`config.mk`:
```
export PLATFORM = sky130hd
export DESIGN_NAME = prio_grant_decoder
export DESIGN_NICKNAME = d
export VERILOG_FILES = /design/src/rtl/prio_grant_decoder.sv
export SDC_FILE = /design/constraint.sdc
export NUM_CORES = 1
export LEC_CHECK = 0
export BUFFER_PORTS_ARGS = -buffer_cell sky130_fd_sc_hd__buf_4
export CAP_MARGIN = 20
export CORE_MARGIN = 5
export CORE_UTILIZATION = 56
export DETAILED_ROUTE_END_ITERATION = 8
export PLACE_DENSITY_LB_ADDON = 0.08
export SLEW_MARGIN = 20
export SYNTH_ARGS = -nofsm -noshare
export SYNTH_HDL_FRONTEND = slang
export SYNTH_SLANG_ARGS = --single-unit
```
`constraint.sdc`:
```
create_clock -name clk -period 3.47 [get_ports clk]
set_clock_uncertainty 0.05 [all_clocks]
set_input_delay 0.5205 -clock clk [delete_from_list [all_inputs] [get_ports clk]]
set_output_delay 0.5205 -clock clk [all_outputs]
set_load 0.05 [all_outputs]
```
`src/rtl/prio_grant_decoder.sv`:
```
// Sequential decoder for the 4-request priority encoder's 3-bit code.
// Holds a one-hot grant until ack or timeout, then inserts a release gap.
module prio_grant_decoder #(
    parameter int unsigned TIMEOUT = 16
) (
    input  logic       clk,
    input  logic       reset,
    input  logic [2:0] code,
    input  logic       code_valid,
    input  logic [4:1] ack,
    output logic       ready,
    output logic [4:1] grant,
    output logic [2:0] cur_code,
    output logic       done,
    output logic       timeout,
    output logic       err
);

    typedef enum logic [1:0] {
        IDLE    = 2'd0,
        GRANT   = 2'd1,
        RELEASE = 2'd2
    } state_t;

    localparam logic [7:0] CNT_LAST = 8'(TIMEOUT - 1);

    state_t     state_q;
    logic [7:0] cnt_q;
    logic [4:1] grant_q;
    logic [2:0] cur_code_q;
    logic       done_q;
    logic       timeout_q;
    logic       err_q;

    logic [4:1] code_oh;
    logic       code_ill;
    logic       accept;
    logic       ack_hit;
    logic       cnt_last;

    always_comb begin
        code_oh  = 4'b0000;
        code_ill = 1'b0;
        case (code)
            3'd0:    code_oh = 4'b0000;
            3'd1:    code_oh = 4'b0001;
            3'd2:    code_oh = 4'b0010;
            3'd3:    code_oh = 4'b0100;
            3'd4:    code_oh = 4'b1000;
            default: code_ill = 1'b1;
        endcase
    end

    assign ready    = (state_q == IDLE);
    assign accept   = code_valid && ready;
    // grant_q is one-hot of cur_code while in GRANT, so this
    // picks out ack[cur_code] and ignores the other lines.
    assign ack_hit  = |(ack & grant_q);
    assign cnt_last = (cnt_q == CNT_LAST);

    always_ff @(posedge clk or posedge reset) begin
        if (reset) begin
            state_q    <= IDLE;
            cnt_q      <= 8'd0;
            grant_q    <= 4'b0000;
            cur_code_q <= 3'd0;
            done_q     <= 1'b0;
            timeout_q  <= 1'b0;
            err_q      <= 1'b0;
        end else begin
            done_q    <= 1'b0;
            timeout_q <= 1'b0;
            err_q     <= 1'b0;
            case (state_q)
                IDLE: begin
                    if (accept) begin
                        if (code_oh != 4'b0000) begin
                            grant_q    <= code_oh;
                            cur_code_q <= code;
                            cnt_q      <= 8'd0;
                            state_q    <= GRANT;
                        end else if (code_ill) begin
                            err_q <= 1'b1;
                        end
                    end
                end
                GRANT: begin
                    // ack takes precedence over an expiring count
                    if (ack_hit) begin
                        grant_q <= 4'b0000;
                        done_q  <= 1'b1;
                        cnt_q   <= 8'd0;
                        state_q <= RELEASE;
                    end else if (cnt_last) begin
                        grant_q   <= 4'b0000;
                        timeout_q <= 1'b1;
                        cnt_q     <= 8'd0;
                        state_q   <= RELEASE;
                    end else begin
                        cnt_q <= cnt_q + 8'd1;
                    end
                end
                RELEASE: begin
                    state_q <= IDLE;
                end
                default: begin
                    grant_q <= 4'b0000;
                    cnt_q   <= 8'd0;
                    state_q <= IDLE;
                end
            endcase
        end
    end

    assign grant    = grant_q;
    assign cur_code = cur_code_q;
    assign done     = done_q;
    assign timeout  = timeout_q;
    assign err      = err_q;

endmodule

```
==> impl_metrics.ini <==
[die]
die_w_um = 51.99
core_mm2 = 0.001708
die_area_mm2 = 0.002702
initial_utilization_pct = 57.80
rows = 15
ios = 21
die_y_um = 51.99

[clocking]
cts_tree = yes
cts-htree-levels = 1
insertion_delay_ns = 0.31
cts_sinks = 20
post_cts_buffers = 0
ctsLongestPathBuffers = 2
cts_buffers = 3
root_buffer = clkbuf_4
cts_hold_buffers = 0
clk_pin_slew_ns = 0.13
ctsResizeCount = 0

[timing]
setup_tns_ns = 0
worst-slew-pin-transition_ns = 0.7637
whs_ns = 0.2766
relSlewSlack_pct = 49.03
setup_violations = 0
rsz0062_at_grt = false
drv_slew = 0
period_share_pct = 60.12
finalCriticalPeriod_ns = 2.086
finalHoldViolCount = 0
fmax_mhz = 479.3

[synth]
yosysSeqAreaShare_pct = 50.70
yosysWarnings = 0
synth.top_cells.by_area = dfrtp_1 (51%), mux2_4 (4.6%), nand2_1 (4.6%), o21ai_0 (3.0%), a41oi_4 (2.8%)
synthArstFlopShare_pct = 100.0
ys_seq_elements = 20
synth.avg_cell_area_um2 = 11.09
netlist_top_cells_count = dfrtp_1 (20), nand2_1 (12), o21ai_0 (6)
synth_edf_count = 0
synth_nets = 100
syn_inst = 89
synth_cell_type_count = 35
synth_top_cell_area_share_pct = 50.70
synth_top_flop_cell = dfrtp_1
syn_area_um2 = 987.2
synth_top_area_cell = dfrtp_1
synth.most_common_cell = dfrtp_1

[pwr]
leakagePower_nw = 0.5747
power.total_w = 0.001015
ir_worst_vdd_mv = 0.3993
powerDensity_mw_per_mm2 = 836.2

[layout]
diodes = 0
multi_input_area_um2 = 464.2
syn_to_final_growth_pct = 22.94
instances_no_fill = 137
nets = 124
fill_cells = 149
final_layout_size_suffix_gt1_share_pct = 36.61
seqCellArea_um2 = 500.5

[worst_setup_path]
cp.arrival_ns = 2.25
start_kind = flop
worstPathRequired_ns = 3.63
regToRegStartpoint = grant[3]
reg2reg_depth = 4
reg2reg_slack_ns = 1.38
worst_r2r_endpoint = cnt_q[3]
path_class = reg2reg
path_max_fanout = 11
setup.worst_path.end_class = flop

[routing]
viasPerCell = 5.818
drt_first_iter_violations = 15
vias = 797
ant_nets = 0
drcViolationCount = 0
wl_per_cell_um = 15.48
totalWireLength_mm = 2.121
firstDrtPassIters = 4

[global_route]
antenna_found_initial = 0
grt.overflow.total = 0
grt_usage_pct = 17.99
grt_start_max_net_pins = 21
grt_pass1_wl_mm = 3.519
grt_pass1_vias = 787

[min_path]
hp-class = in2async

[placed_design]
placed_cells = 133
gp_congestion = 0.7659
place_hpwl_mm = 1.603
numPortBuffers = 20

[flow_run]
cap_violations = 0

[outcome]
run_status = finished, final reports clean
==> cell usage in the layout (no fill, tap or decap), drive strengths merged <==
master | netlist | routed
dfrtp | 20 | 20
buf | 1 | 20
nand2 | 12 | 12
o21ai | 7 | 7
nor2 | 5 | 5
mux2 | 5 | 5
nand3 | 4 | 4
inv | 4 | 4
a22o | 4 | 4
nor4 | 3 | 3
clkbuf | 0 | 3
and3 | 3 | 3
nor3 | 3 | 3
o211ai | 2 | 2
a21oi | 2 | 2
nand2b | 1 | 1
and2 | 1 | 1
or3 | 1 | 1
a41oi | 1 | 1
a32oi | 1 | 1
o31ai | 1 | 1
or4 | 1 | 1
o2111ai | 1 | 1
or2 | 1 | 1
xor2 | 1 | 1
nand4 | 1 | 1
o22ai | 1 | 1
and3b | 1 | 1
ha | 1 | 1
bufinv | 0 | 1
==> how the worst max path moves through the flow <==
stage | start | endpoint | slack (ns) | cells after the start
2_1_floorplan | state_q[0] | cur_code[0] | 1.49 | 3
3_3_place_gp | ack[3] | cnt_q[3] | 1.31 | 5
3_5_place_dp | ack[3] | cnt_q[3] | 1.17 | 5
4_1_cts | grant[3] | cnt_q[3] | 1.39 | 4
5_1_grt | grant[3] | cnt_q[3] | 1.22 | 4
6_report | grant[3] | cnt_q[3] | 1.38 | 4
==> stage by stage <==
stage               util [%]  setup WS [ns]  cell area (um^2)
floorplan                  -          1.488             987.2
global placement       67.99          1.307              1161
detailed placement     67.99          1.168              1161
CTS                    71.06          1.387              1214
global route           71.06          1.216              1214
finish                 71.06          1.384              1214
==> cells by family (layout without fill, tap and decap cells) <==
group	count (synthesis)	count (layout)	synth area share, %
DFF	20	20	50.70
and+or+nand+nor	37	37	20.15
xor gates and xnor gates	1	1	0.8874
muxes	5	5	6.844
AOI/OAI and AO/OA	20	20	17.87
adders and majority gates	1	1	1.267
buffers and inverters	5	28	2.281
==> critical path, cell delays in order (launching register included) <==
cell and delay, ns:
dfrtp_1 0.42, a22o_1 0.27, nor3_2 0.62, nand2_1 0.29, o31ai_1 0.33
==> layout make-up <==
type	instances	share of cell area, %
Clock buffer	3	1.856
Clock inverter	1	2.474
Inverter	4	1.237
Multi-Input combinational cell	64	38.25
Sequential cell	20	41.24
Tap cell	25	2.577
Timing Repair Buffer	20	12.37
==> power breakdown <==
group	total, W	switching [W]	internal, W
combinational	0.000483	0.000319	0.000163
clock	0.000196	0.0000791	0.000117
sequential	0.000336	0.0000446	0.000292
total	0.00101	0.000443	0.000572
==> sequential cells by signal, indices dropped and copies added (netlist names) <==
name,count
cnt_q,8
grant,4
cur_code,3
state_q,2
done,1
err,1
timeout,1
==> metal layers <==
layer / wire, um / global-route usage, % / up-vias
li1: - / - / 376
met1: 827 / 20.29 / 384
met2: 1106 / 32.01 / 30
met3: 133 / 3.438 / 7
met4: 53 / 8.734 / 0
met5: 0 / 0 / -
Note: power is estimated with default switching activity, not from simulation.
